--- src/rtl/panel_loader_pkg.sv ---
// Shared types and constants for the front-panel object loader.
package panel_loader_pkg;

   // Byte-class bits of a PAL binary object byte
   localparam int unsigned LEADER_BIT = 7;
   localparam int unsigned ORIGIN_BIT = 6;

   typedef enum logic [3:0] {
      IDLE,
      GET_HI,
      GET_LO,
      SETUP,
      STROBE,
      RELEASE,
      LAST_SETUP,
      LAST_STROBE,
      LAST_RELEASE,
      RUN_WAIT,
      DONE,
      ERROR
   } loader_state_t;

   // Which panel action the strobe timer is sequencing
   typedef enum logic [1:0] {
      ACT_DEPOSIT,
      ACT_LOAD_PC,
      ACT_WAIT
   } action_kind_t;

   typedef enum logic [2:0] {
      PH_IDLE,
      PH_SETUP,
      PH_STROBE,
      PH_RELEASE,
      PH_WAIT
   } timer_phase_t;

endpackage

--- src/rtl/panel_loader_if.sv ---
// Byte-stream handshake between an object-byte source and the loader.
interface panel_loader_if;
   logic       byte_valid;
   logic [7:0] byte_data;
   logic       byte_last;
   logic       byte_ready;

   modport master (output byte_valid, output byte_data, output byte_last, input byte_ready);
   modport slave  (input byte_valid, input byte_data, input byte_last, output byte_ready);
endinterface

--- src/rtl/panel_loader_strobe_timer.sv ---
// Setup/strobe/release sequencer for one panel action, plus a single-phase
// wait; owns the one phase counter shared by every timed loader state.
module panel_strobe_timer
   import panel_loader_pkg::*;
#(
   parameter int unsigned HOLD_CYC = 10
) (
   input  logic         clk,
   input  logic         rst_n,
   input  logic         start,
   input  action_kind_t kind,
   output logic         phase_end,
   output logic         finished,
   output logic         load_pc,
   output logic         deposit
);

   localparam int unsigned PW = $clog2(HOLD_CYC + 1);
   localparam logic [PW-1:0] LAST_CNT = PW'(HOLD_CYC - 1);

   timer_phase_t  phase_q, phase_d;
   action_kind_t  kind_q, kind_d;
   logic [PW-1:0] cnt_q, cnt_d;

   assign phase_end = (phase_q != PH_IDLE) && (cnt_q == LAST_CNT);
   assign finished  = phase_end && ((phase_q == PH_RELEASE) || (phase_q == PH_WAIT));
   assign load_pc   = (phase_q == PH_STROBE) && (kind_q == ACT_LOAD_PC);
   assign deposit   = (phase_q == PH_STROBE) && (kind_q == ACT_DEPOSIT);

   // Phase sequencing; a new start overrides the tail of a finishing action
   always_comb begin
      phase_d = phase_q;
      kind_d  = kind_q;
      cnt_d   = cnt_q;
      if (start) begin
         kind_d  = kind;
         cnt_d   = '0;
         phase_d = (kind == ACT_WAIT) ? PH_WAIT : PH_SETUP;
      end else if (phase_end) begin
         cnt_d = '0;
         case (phase_q)
            PH_SETUP:  phase_d = PH_STROBE;
            PH_STROBE: phase_d = PH_RELEASE;
            default:   phase_d = PH_IDLE;
         endcase
      end else if (phase_q != PH_IDLE) begin
         cnt_d = cnt_q + 1'b1;
      end
   end

   // Timer state register; reset drops any strobe immediately
   always_ff @(posedge clk or negedge rst_n) begin
      if (!rst_n) begin
         phase_q <= PH_IDLE;
         kind_q  <= ACT_DEPOSIT;
         cnt_q   <= '0;
      end else begin
         phase_q <= phase_d;
         kind_q  <= kind_d;
         cnt_q   <= cnt_d;
      end
   end

endmodule

--- src/rtl/panel_loader.sv ---
// Assembles PAL object bytes into words and replays them on the Top front
// panel (origin -> Load_PC, data -> Deposit), then loads START_PC and runs.
module panel_loader
   import panel_loader_pkg::*;
#(
   parameter int unsigned       WORD_W   = 12,
   parameter int unsigned       HOLD_CYC = 10,
   parameter logic [WORD_W-1:0] START_PC = 12'o200,
   parameter int unsigned       CNT_W    = 16
) (
   input  logic              clk,
   input  logic              btnCpuReset,
   panel_loader_if.slave     src,
   output logic [WORD_W-1:0] sw,
   output logic              load_pc,
   output logic              deposit,
   output logic              run,
   output logic              busy,
   output logic              done,
   output logic              error,
   output logic [CNT_W-1:0]  words_loaded
);

   localparam int unsigned HALF_W = WORD_W / 2;

   loader_state_t     state_q, state_d;
   logic [HALF_W-1:0] hi_q, lo_q, byte_half;
   logic              origin_q, last_q;
   logic [CNT_W-1:0]  words_q;
   logic              take, is_leader, is_origin;
   logic              latch_hi, latch_lo, bump;
   logic              t_start, t_phase_end, t_finished;
   action_kind_t      t_kind;

   assign src.byte_ready = (state_q == GET_HI) || (state_q == GET_LO);
   assign take           = src.byte_valid && src.byte_ready;
   assign is_leader      = src.byte_data[LEADER_BIT];
   assign is_origin      = src.byte_data[ORIGIN_BIT];
   assign byte_half      = HALF_W'(src.byte_data);
   assign words_loaded   = words_q;

   panel_strobe_timer #(.HOLD_CYC(HOLD_CYC)) u_timer (
      .clk       (clk),
      .rst_n     (btnCpuReset),
      .start     (t_start),
      .kind      (t_kind),
      .phase_end (t_phase_end),
      .finished  (t_finished),
      .load_pc   (load_pc),
      .deposit   (deposit)
   );

   // Next-state logic; the timer is started on the edge that enters a timed state
   always_comb begin
      state_d  = state_q;
      t_start  = 1'b0;
      t_kind   = ACT_DEPOSIT;
      latch_hi = 1'b0;
      latch_lo = 1'b0;
      bump     = 1'b0;
      case (state_q)
         IDLE: state_d = GET_HI;
         GET_HI: if (take) begin
            if (is_leader) begin
               if (src.byte_last) begin
                  state_d = LAST_SETUP;
                  t_start = 1'b1;
                  t_kind  = ACT_LOAD_PC;
               end
            end else begin
               latch_hi = 1'b1;
               state_d  = src.byte_last ? ERROR : GET_LO;
            end
         end
         GET_LO: if (take) begin
            if (is_leader || is_origin) begin
               state_d = ERROR;
            end else begin
               latch_lo = 1'b1;
               state_d  = SETUP;
               t_start  = 1'b1;
               t_kind   = origin_q ? ACT_LOAD_PC : ACT_DEPOSIT;
            end
         end
         SETUP:  if (t_phase_end) state_d = STROBE;
         STROBE: if (t_phase_end) state_d = RELEASE;
         RELEASE: if (t_finished) begin
            bump = !origin_q;
            if (last_q) begin
               state_d = LAST_SETUP;
               t_start = 1'b1;
               t_kind  = ACT_LOAD_PC;
            end else begin
               state_d = GET_HI;
            end
         end
         LAST_SETUP:  if (t_phase_end) state_d = LAST_STROBE;
         LAST_STROBE: if (t_phase_end) state_d = LAST_RELEASE;
         LAST_RELEASE: if (t_finished) begin
            state_d = RUN_WAIT;
            t_start = 1'b1;
            t_kind  = ACT_WAIT;
         end
         RUN_WAIT: if (t_finished) state_d = DONE;
         DONE:     state_d = DONE;
         ERROR:    state_d = ERROR;
         default:  state_d = IDLE;
      endcase
   end

   // State, word holding registers and saturating deposit counter
   always_ff @(posedge clk or negedge btnCpuReset) begin
      if (!btnCpuReset) begin
         state_q  <= IDLE;
         hi_q     <= '0;
         lo_q     <= '0;
         origin_q <= 1'b0;
         last_q   <= 1'b0;
         words_q  <= '0;
      end else begin
         state_q <= state_d;
         if (latch_hi) begin
            hi_q     <= byte_half;
            origin_q <= is_origin;
         end
         if (latch_lo) begin
            lo_q   <= byte_half;
            last_q <= src.byte_last;
         end
         if (bump && (words_q != '1)) words_q <= words_q + 1'b1;
      end
   end

   // Panel switch value and status outputs decoded from state
   always_comb begin
      sw    = '0;
      run   = 1'b0;
      done  = 1'b0;
      error = 1'b0;
      busy  = 1'b1;
      case (state_q)
         SETUP, STROBE, RELEASE:                         sw = {hi_q, lo_q};
         LAST_SETUP, LAST_STROBE, LAST_RELEASE, RUN_WAIT: sw = START_PC;
         DONE: begin
            sw   = START_PC;
            run  = 1'b1;
            done = 1'b1;
            busy = 1'b0;
         end
         ERROR: begin
            error = 1'b1;
            busy  = 1'b0;
         end
         IDLE:    busy = 1'b0;
         default: ;
      endcase
   end

endmodule

--- src/flat_wrapper.sv ---
// flat-port wrapper written by rule: the top's interface ports become plain ports
module panel_loader_flat import panel_loader_pkg::*;
#(
   parameter int unsigned       WORD_W   = 12,
   parameter int unsigned       HOLD_CYC = 10,
   parameter logic [WORD_W-1:0] START_PC = 12'o200,
   parameter int unsigned       CNT_W    = 16
)
  (clk, btnCpuReset, sw, load_pc, deposit, run, busy, done, error, words_loaded, src_byte_valid, src_byte_data, src_byte_last, src_byte_ready);
  panel_loader_if src_i ();
  input  logic clk;
  input  logic btnCpuReset;
  output logic [WORD_W-1:0] sw;
  output logic load_pc;
  output logic deposit;
  output logic run;
  output logic busy;
  output logic done;
  output logic error;
  output logic [CNT_W-1:0] words_loaded;
  input wire logic [$bits(src_i.byte_valid)-1:0] src_byte_valid;
  input wire logic [$bits(src_i.byte_data)-1:0] src_byte_data;
  input wire logic [$bits(src_i.byte_last)-1:0] src_byte_last;
  output wire logic [$bits(src_i.byte_ready)-1:0] src_byte_ready;
  assign src_i.byte_valid = src_byte_valid;
  assign src_i.byte_data = src_byte_data;
  assign src_i.byte_last = src_byte_last;
  assign src_byte_ready = src_i.byte_ready;
  panel_loader #(.WORD_W(WORD_W), .HOLD_CYC(HOLD_CYC), .START_PC(START_PC), .CNT_W(CNT_W)) u_core (.clk(clk), .btnCpuReset(btnCpuReset), .src(src_i), .sw(sw), .load_pc(load_pc), .deposit(deposit), .run(run), .busy(busy), .done(done), .error(error), .words_loaded(words_loaded));
endmodule
--- config.mk ---
export PLATFORM = sky130hd
export DESIGN_NAME = panel_loader_flat
export DESIGN_NICKNAME = d
export VERILOG_FILES = /design/src/rtl/panel_loader_pkg.sv /design/src/rtl/panel_loader_if.sv /design/src/rtl/panel_loader_strobe_timer.sv /design/src/rtl/panel_loader.sv /design/src/flat_wrapper.sv
export SDC_FILE = /design/constraint.sdc
export NUM_CORES = 1
export LEC_CHECK = 0
export ABC_AREA = 0
export CORE_MARGIN = 4
export CORE_UTILIZATION = 55
export CTS_BUF_LIST = sky130_fd_sc_hd__clkbuf_8 sky130_fd_sc_hd__clkbuf_16
export DETAILED_ROUTE_END_ITERATION = 8
export PLACE_DENSITY_LB_ADDON = 0.15
export SYNTH_ARGS = -nofsm -noshare
export SYNTH_HDL_FRONTEND = slang
export SYNTH_SLANG_ARGS = --single-unit
--- constraint.sdc ---
create_clock -name clk -period 5.39 [get_ports clk]
set_input_delay 1.078 -clock clk [delete_from_list [all_inputs] [get_ports clk]]
set_output_delay 1.078 -clock clk [all_outputs]
set_load 0.1 [all_outputs]
After elaboration in Yosys (flattened, before gate mapping)
Index checks and enable logic that the tools add are counted.
{"block": "word_totals", "mem_bits_ro": 0, "out_inout_bits": 35, "mem_bits_rw": 0, "regBits": 43, "n_memories": 0, "latchBits": 0, "wordCells": 110}
{"block": "classes", "bitwise": 0, "n_lt_le_gt_ge": 0, "n_div": 0, "mux": 51, "eq_ne": 29, "add_sub_neg": 2, "mul": 0, "reduce_logical": 19, "shift": 0}
{"operator": "4-bit two-way mux", "n": 16}
{"operator": "4-bit case mux with 12 select lines", "n": 1}
{"operator": "12-bit case mux with 2 select lines", "n": 1}
{"operator": "4-bit equality test (second input constant)", "n": 5}
{"operator": "1-bit two-way mux", "n": 20}
{"operator": "16-bit by 1-bit adder with 16-bit output (second input constant)", "n": 1}
{"operator": "4-bit by 3-bit equality test with 1-bit output (second input constant)", "n": 4}
{"operator": "16-bit inequality test (second input constant)", "n": 1}
{"operator": "2-bit two-way mux", "n": 6}
{"operator": "3-bit two-way mux", "n": 4}
{"operator": "2-bit by 1-bit inequality test with 1-bit output (second input constant)", "n": 5}
{"operator": "10-bit AND reduction", "n": 1}
{"operator": "4-bit by 2-bit equality test with 1-bit output (second input constant)", "n": 2}
{"operator": "2-bit inequality test (second input constant)", "n": 4}
{"operator": "2-bit case mux with 4 select lines", "n": 1}
{"operator": "3-bit by 2-bit equality test with 1-bit output (second input constant)", "n": 2}
{"operator": "1-bit logical AND", "n": 6}
{"operator": "3-bit nonzero test", "n": 2}
{"operator": "3-bit OR reduction", "n": 2}
{"operator": "5-bit OR reduction", "n": 1}
{"operator": "4-bit by 1-bit adder with 4-bit output (second input constant)", "n": 1}
{"operator": "4-bit by 1-bit equality test with 1-bit output (second input constant)", "n": 1}
{"operator": "4-bit zero test", "n": 1}
{"operator": "1-bit case mux with 4 select lines", "n": 1}
{"operator": "other kinds (10)", "n": 12}

Depth between registers and ports, before layout
{"block": "depth", "depth_word": 8, "depth_mapped": 8, "mapped_depth_nobuf": 7}

Hierarchy
A second synthesis with hierarchy kept.
{"block": "hier_totals", "cells_unflattened": 247, "hier_area_um2": 2502.4}
{"mod": "panel_loader", "n_inst": 1, "seq_area_each_um2": 850.8, "area_per_inst_um2": 1995.7, "cells_each": 195}
{"mod": "panel_strobe_timer", "n_inst": 1, "seq_area_each_um2": 225.2, "area_per_inst_um2": 506.7, "cells_each": 52}

Worst setup path before layout
Ideal clock, no wire load.
{"block": "synth_path", "kind": "flip-flop to output port", "from": "register u_core.state_q[2]", "to": "output src_byte_ready", "path_buffers": 2, "path_slack_ns": 1.304, "stages_incl_launch_ff": 4, "required_time_ns": 4.312, "arrival_time_ns": 3.008, "cell_sequence": "dfrtp_1 -> clkbuf_1 -> buf_1 -> a211oi_1"}
{"block": "synth_between", "elab_chain_len": 2, "word_cells_on_any_way": 3}
{"item": "from (decl)", "line": "panel_loader.sv:26", "text": "loader_state_t state_q, state_d;"}
{"item": "from (signal assigned)", "line": "panel_loader.sv:121", "text": "state_q <= state_d;"}
{"item": "4-bit by 1-bit equality test with 1-bit output / 4-bit by 2-bit equality test with 1-bit output (equally long branches)", "line": "panel_loader.sv:35", "text": "assign src.byte_ready = (state_q == GET_HI) || (state_q == GET_LO);"}
{"item": "1-bit logical OR (*)", "line": "panel_loader.sv:35"}
{"item": "to (decl)", "line": "flat_wrapper.sv:24", "text": "output wire logic [$bits(src_i.byte_ready)-1:0] src_byte_ready;"}
Every way passes the cells marked *; elsewhere a longest branch is shown, timed or not.

Worst setup path after layout
{"block": "layout_path", "from": "register u_core.state_q[2]", "to": "output sw[9]"}
{"block": "layout_between", "elab_chain_len": 3, "word_cells_on_any_way": 11}
{"item": "4-bit by 3-bit equality test with 1-bit output (tied with other cells)", "line": "panel_loader.sv:141", "text": "case (state_q)"}
{"item": "5-bit OR reduction (no line) / 3-bit OR reduction (equally long branches)"}
{"item": "12-bit case mux with 2 select lines (*)", "line": "panel_loader.sv:141"}
{"item": "to (decl)", "line": "flat_wrapper.sv:13", "text": "output logic [WORD_W-1:0] sw;"}
Marks and branches as above.

==> summary.md <==
| Metric | Value |
|---|---|
| Clock H-tree levels | 2 |
| Number of gates resized after CTS | 0 |
| Type of element capturing the critical path | primary output |
| Post-route antenna net violation count | 0 |
| Initial antenna violation count | 0 |
| Startpoint of the most critical setup path | u_core.state_q[2] |
| Post-route worst hold slack | 0.492 ns |
| Data arrival time of the critical path | 3.22 ns |
| Minimum clock period after layout | 4.30 ns |
| Worst-case headroom to the max-slew limit | between 30 and 40% |
| Wire length of the first global-routing pass | 8390 microns |
| Kind of critical path | reg -> out |
| Root Driver | sky130_fd_sc_hd__clkbuf_8 |
| Count of warnings emitted by yosys | 0 |
| Status | finished, final reports clean |
| Fill cell total of the finished layout | 316 |
| Min-Delay Path Class | reg -> reg |
| N_diodes | 0 |
| Capture instance of the worst register-to-register path | u_core.state_q[0] |
| Post-synthesis to final-layout area growth | 24.8% |
| Horiz. Die Dim | 73.8 microns |
| Die Span Y | 73.8 microns |
| Max Slew Vio Count | 0 |
| Worst-case vdd ir drop | 0.000252 V |
| Cell Count, Final, Fillers Out | about 330 |
| Area after detailed placement | 2850 sq um |
| Core box area | a little over 4000 sq um |
| Library cells used by synthesis | 58 |
| Initial standard-cell utilization of the core | 58.3% |
| Buffer depth of the longest clock path | 2 |
| Average cell area after synthesis | 9.89 sq um |
| Worst setup margin | 1.09 ns |
| Crit-path max cell delay | 1.15 ns |
| Final setup violation count | 0 |
| Number of flip-flops and latches in the synthesized netlist | 43 |
| Dpl ws | 1.42 ns |
| Largest fanout of any net on the critical path | 23 |
| Static Leak | approximately 1.3 nW |
| Hold-fix buffers, CTS | 0 |
| Number of vias after detailed routing | a little under 2,000 |
| Number of ports placed on the die boundary | 47 |
| HPWL reported at the end of detailed placement | 3560 microns |
| Total of max-cap violations | 0 |
| Sink Count | 43 |
| Transition at the pin with the smallest max-transition slack | 1.00 ns |
| TritonRoute pass-1 iters | 4 |
| Wirelength per Cell | between 15 and 20 microns |
| DRT iter0 DRCs | 201 |
| Fraction of registers with async set/reset | 100% |
| Worst EP required | 4.31 ns |
| Flip-flop cell with the highest count after synthesis | sky130_fd_sc_hd__dfrtp_1 |
| Number of hold violations in the final report | 0 |
| Routed Wire Length | 5050 microns |
| Clk pin slew, worst setup/hold paths | about 0.080 ns |
| Net total in the final layout | 298 |
| Combined global-route utilization of all metal layers | around a fifth |
| Post-layout total power | 0.990 mW |
| Routability cong. | 0.927 |
| Yosys top cell area share | 45.1% |
| Critical Path Source Type | flop |
| Remaining global-route overflow | 0 |
| Final non-filler cell area | just under 3000 sq um |
| Leading cell types by total area after synthesis | sky130_fd_sc_hd__dfrtp_1 45%, sky130_fd_sc_hd__mux2_2 7.6%, sky130_fd_sc_hd__nand2_1 3.8% |
| Final clock period utilization by the worst path | roughly four fifths |
| Setup repair after global routing missed its margin | no |
| # port buffers | 46 |
| Most instantiated library cell after synthesis | sky130_fd_sc_hd__dfrtp_1 |
| Peak Freq | 233 MHz |
| Cell count of the worst reg-to-reg path | 7 |
| Cell Chain, Critical Path | mux2_2, nor2_1, and2_1, clkdlybuf4s50_1 |
| Highest-delay cell along the critical path | sky130_fd_sc_hd__clkdlybuf4s50_1 |
| Cells after Synth | 241 |
| Startpoint of the most critical register-to-register path | u_core.u_timer.cnt_q[1] |
| Endpoint of the worst setup timing path | sw[9] |
| End-of-flow core utilization | between 70 and 80% |
| Proportion of layout cells with a drive suffix above 1 | roughly an eighth |
| Sum Neg Setup Slack | 0 ns |
| Power density over cell area | 333 nW/um^2 |
| Worst-case clock skew | just under 0.008 ns |
| Setup slack on the worst flop-to-flop path | between 2 and 3 ns |
| Detail-routed via count per cell | 5.77 |
| Clk_lat worst skew | 0.30 ns |
| Syn_nets | 256 |
| TritonCTS clock tree | yes |
| Number of clock buffers inserted by TritonCTS | 5 |
| Postcts setup bufs | 0 |
| Synth area leader | sky130_fd_sc_hd__dfrtp_1 |
| Number of enable-type register cells in the synthesized netlist | 0 |
| Number of cells after detailed placement | 326 |
| Synthesized cell area | 2380 sq um |
| Total Die Area | 5450 sq um |
| Residual DRC count | 0 |
| Share of the yosys chip area belonging to registers | 45.1% |
| Pin count of the biggest net entering global routing | 44 |
| Leading post-synthesis cells by instance count | 43 x sky130_fd_sc_hd__dfrtp_1, 24 x sky130_fd_sc_hd__nand2_1, 22 x sky130_fd_sc_hd__nor2_1, 16 x sky130_fd_sc_hd__mux2_2, 11 x sky130_fd_sc_hd__and2_1 |
| Row Count | 23 |
| Number of global-route vias before repair | 1,816 |
==> area by class of cell <==
class / instances / area, sq um / share of cell area (%)
multi-input cells: 183 / 1240 / 41.8
flip-flops and latches: 43 / 1080 / 36.2
repair buffers: 46 / 455 / 15.3
clock buffers: 6 / 82.6 / 2.78
well taps: 50 / 62.6 / 2.10
clock inverters: 2 / 38.8 / 1.30
inverters: 4 / 15.0 / 0.505
==> routing by layer <==
layer | track usage, % | vias up | part of all wire [%] | wire [microns]
met5 | 0 | - | 0 | 0
met4 | 8.85 | 0 | 2.9 | 144
met3 | 6.02 | 15 | 4.2 | 211
met2 | 30.4 | 57 | 48 | 2420
met1 | 27.0 | 918 | 45 | 2270
li1 | - | 936 | - | -
==> power by group <==
group	leakage [nW]	total [mW]	internal, mW	switching [mW]
combinational	0.690	0.325	0.103	0.222
clock	0.0618	0.266	0.152	0.114
sequential	0.568	0.399	0.355	0.0435
==> state kept, by name, summed over array words and instances (netlist names) <==
register	count
u_core.words_loaded	16
u_core.hi_q	6
u_core.lo_q	6
u_core.state_q	4
u_core.u_timer.cnt_q	4
u_core.u_timer.phase_q	3
u_core.u_timer.kind_q	2
u_core.last_q	1
u_core.origin_q	1
==> worst min-delay path by stage <==
stage | end | from | cells past startpoint | slack (ns)
global route | u_core.words_loaded[15] | u_core.words_loaded[15] | 1 | 0.52
finish | u_core.words_loaded[8] | u_core.words_loaded[8] | 1 | 0.49
global placement | u_core.words_loaded[13] | u_core.words_loaded[13] | 1 | 0.47
floorplan | u_core.lo_q[3] | u_core.lo_q[3] | 1 | 0.47
CTS | u_core.words_loaded[13] | u_core.words_loaded[13] | 1 | 0.50
detailed placement | u_core.words_loaded[8] | u_core.words_loaded[8] | 1 | 0.48
==> placed cells by master (no fill, tap or decap), drive strengths merged, types with 9 or more instances in the layout <==
master	netlist	final
xor2	9	9
mux2	16	16
nand2	24	24
nor2	22	22
clkdlybuf4s50	0	45
dfrtp	43	43
a21oi	10	10
nand3	10	10
o21ai	10	10
and2	11	11
==> critical path, delay by kind of cell, from the launching register on <==
family	cells	cell delay, ns
DFF	1	0.78
muxes	1	0.40
buffers and inverters	1	1.15
and+or+nand+nor	2	0.59
==> cell families after synthesis <==
| family | after synthesis | share of synthesized area, % |
|---|---|---|
| flip-flops | 43 | 45.1 |
| multiplexers | 17 | 7.98 |
| AO/OA/AOI/OAI | 41 | 12.8 |
| AND/OR/NAND/NOR | 107 | 24.4 |
| buffers and inverters | 15 | 2.62 |
| adder cells (fa/ha/maj) | 3 | 1.57 |
| XOR/XNOR | 15 | 5.51 |
(Power assumes the default switching activity.)
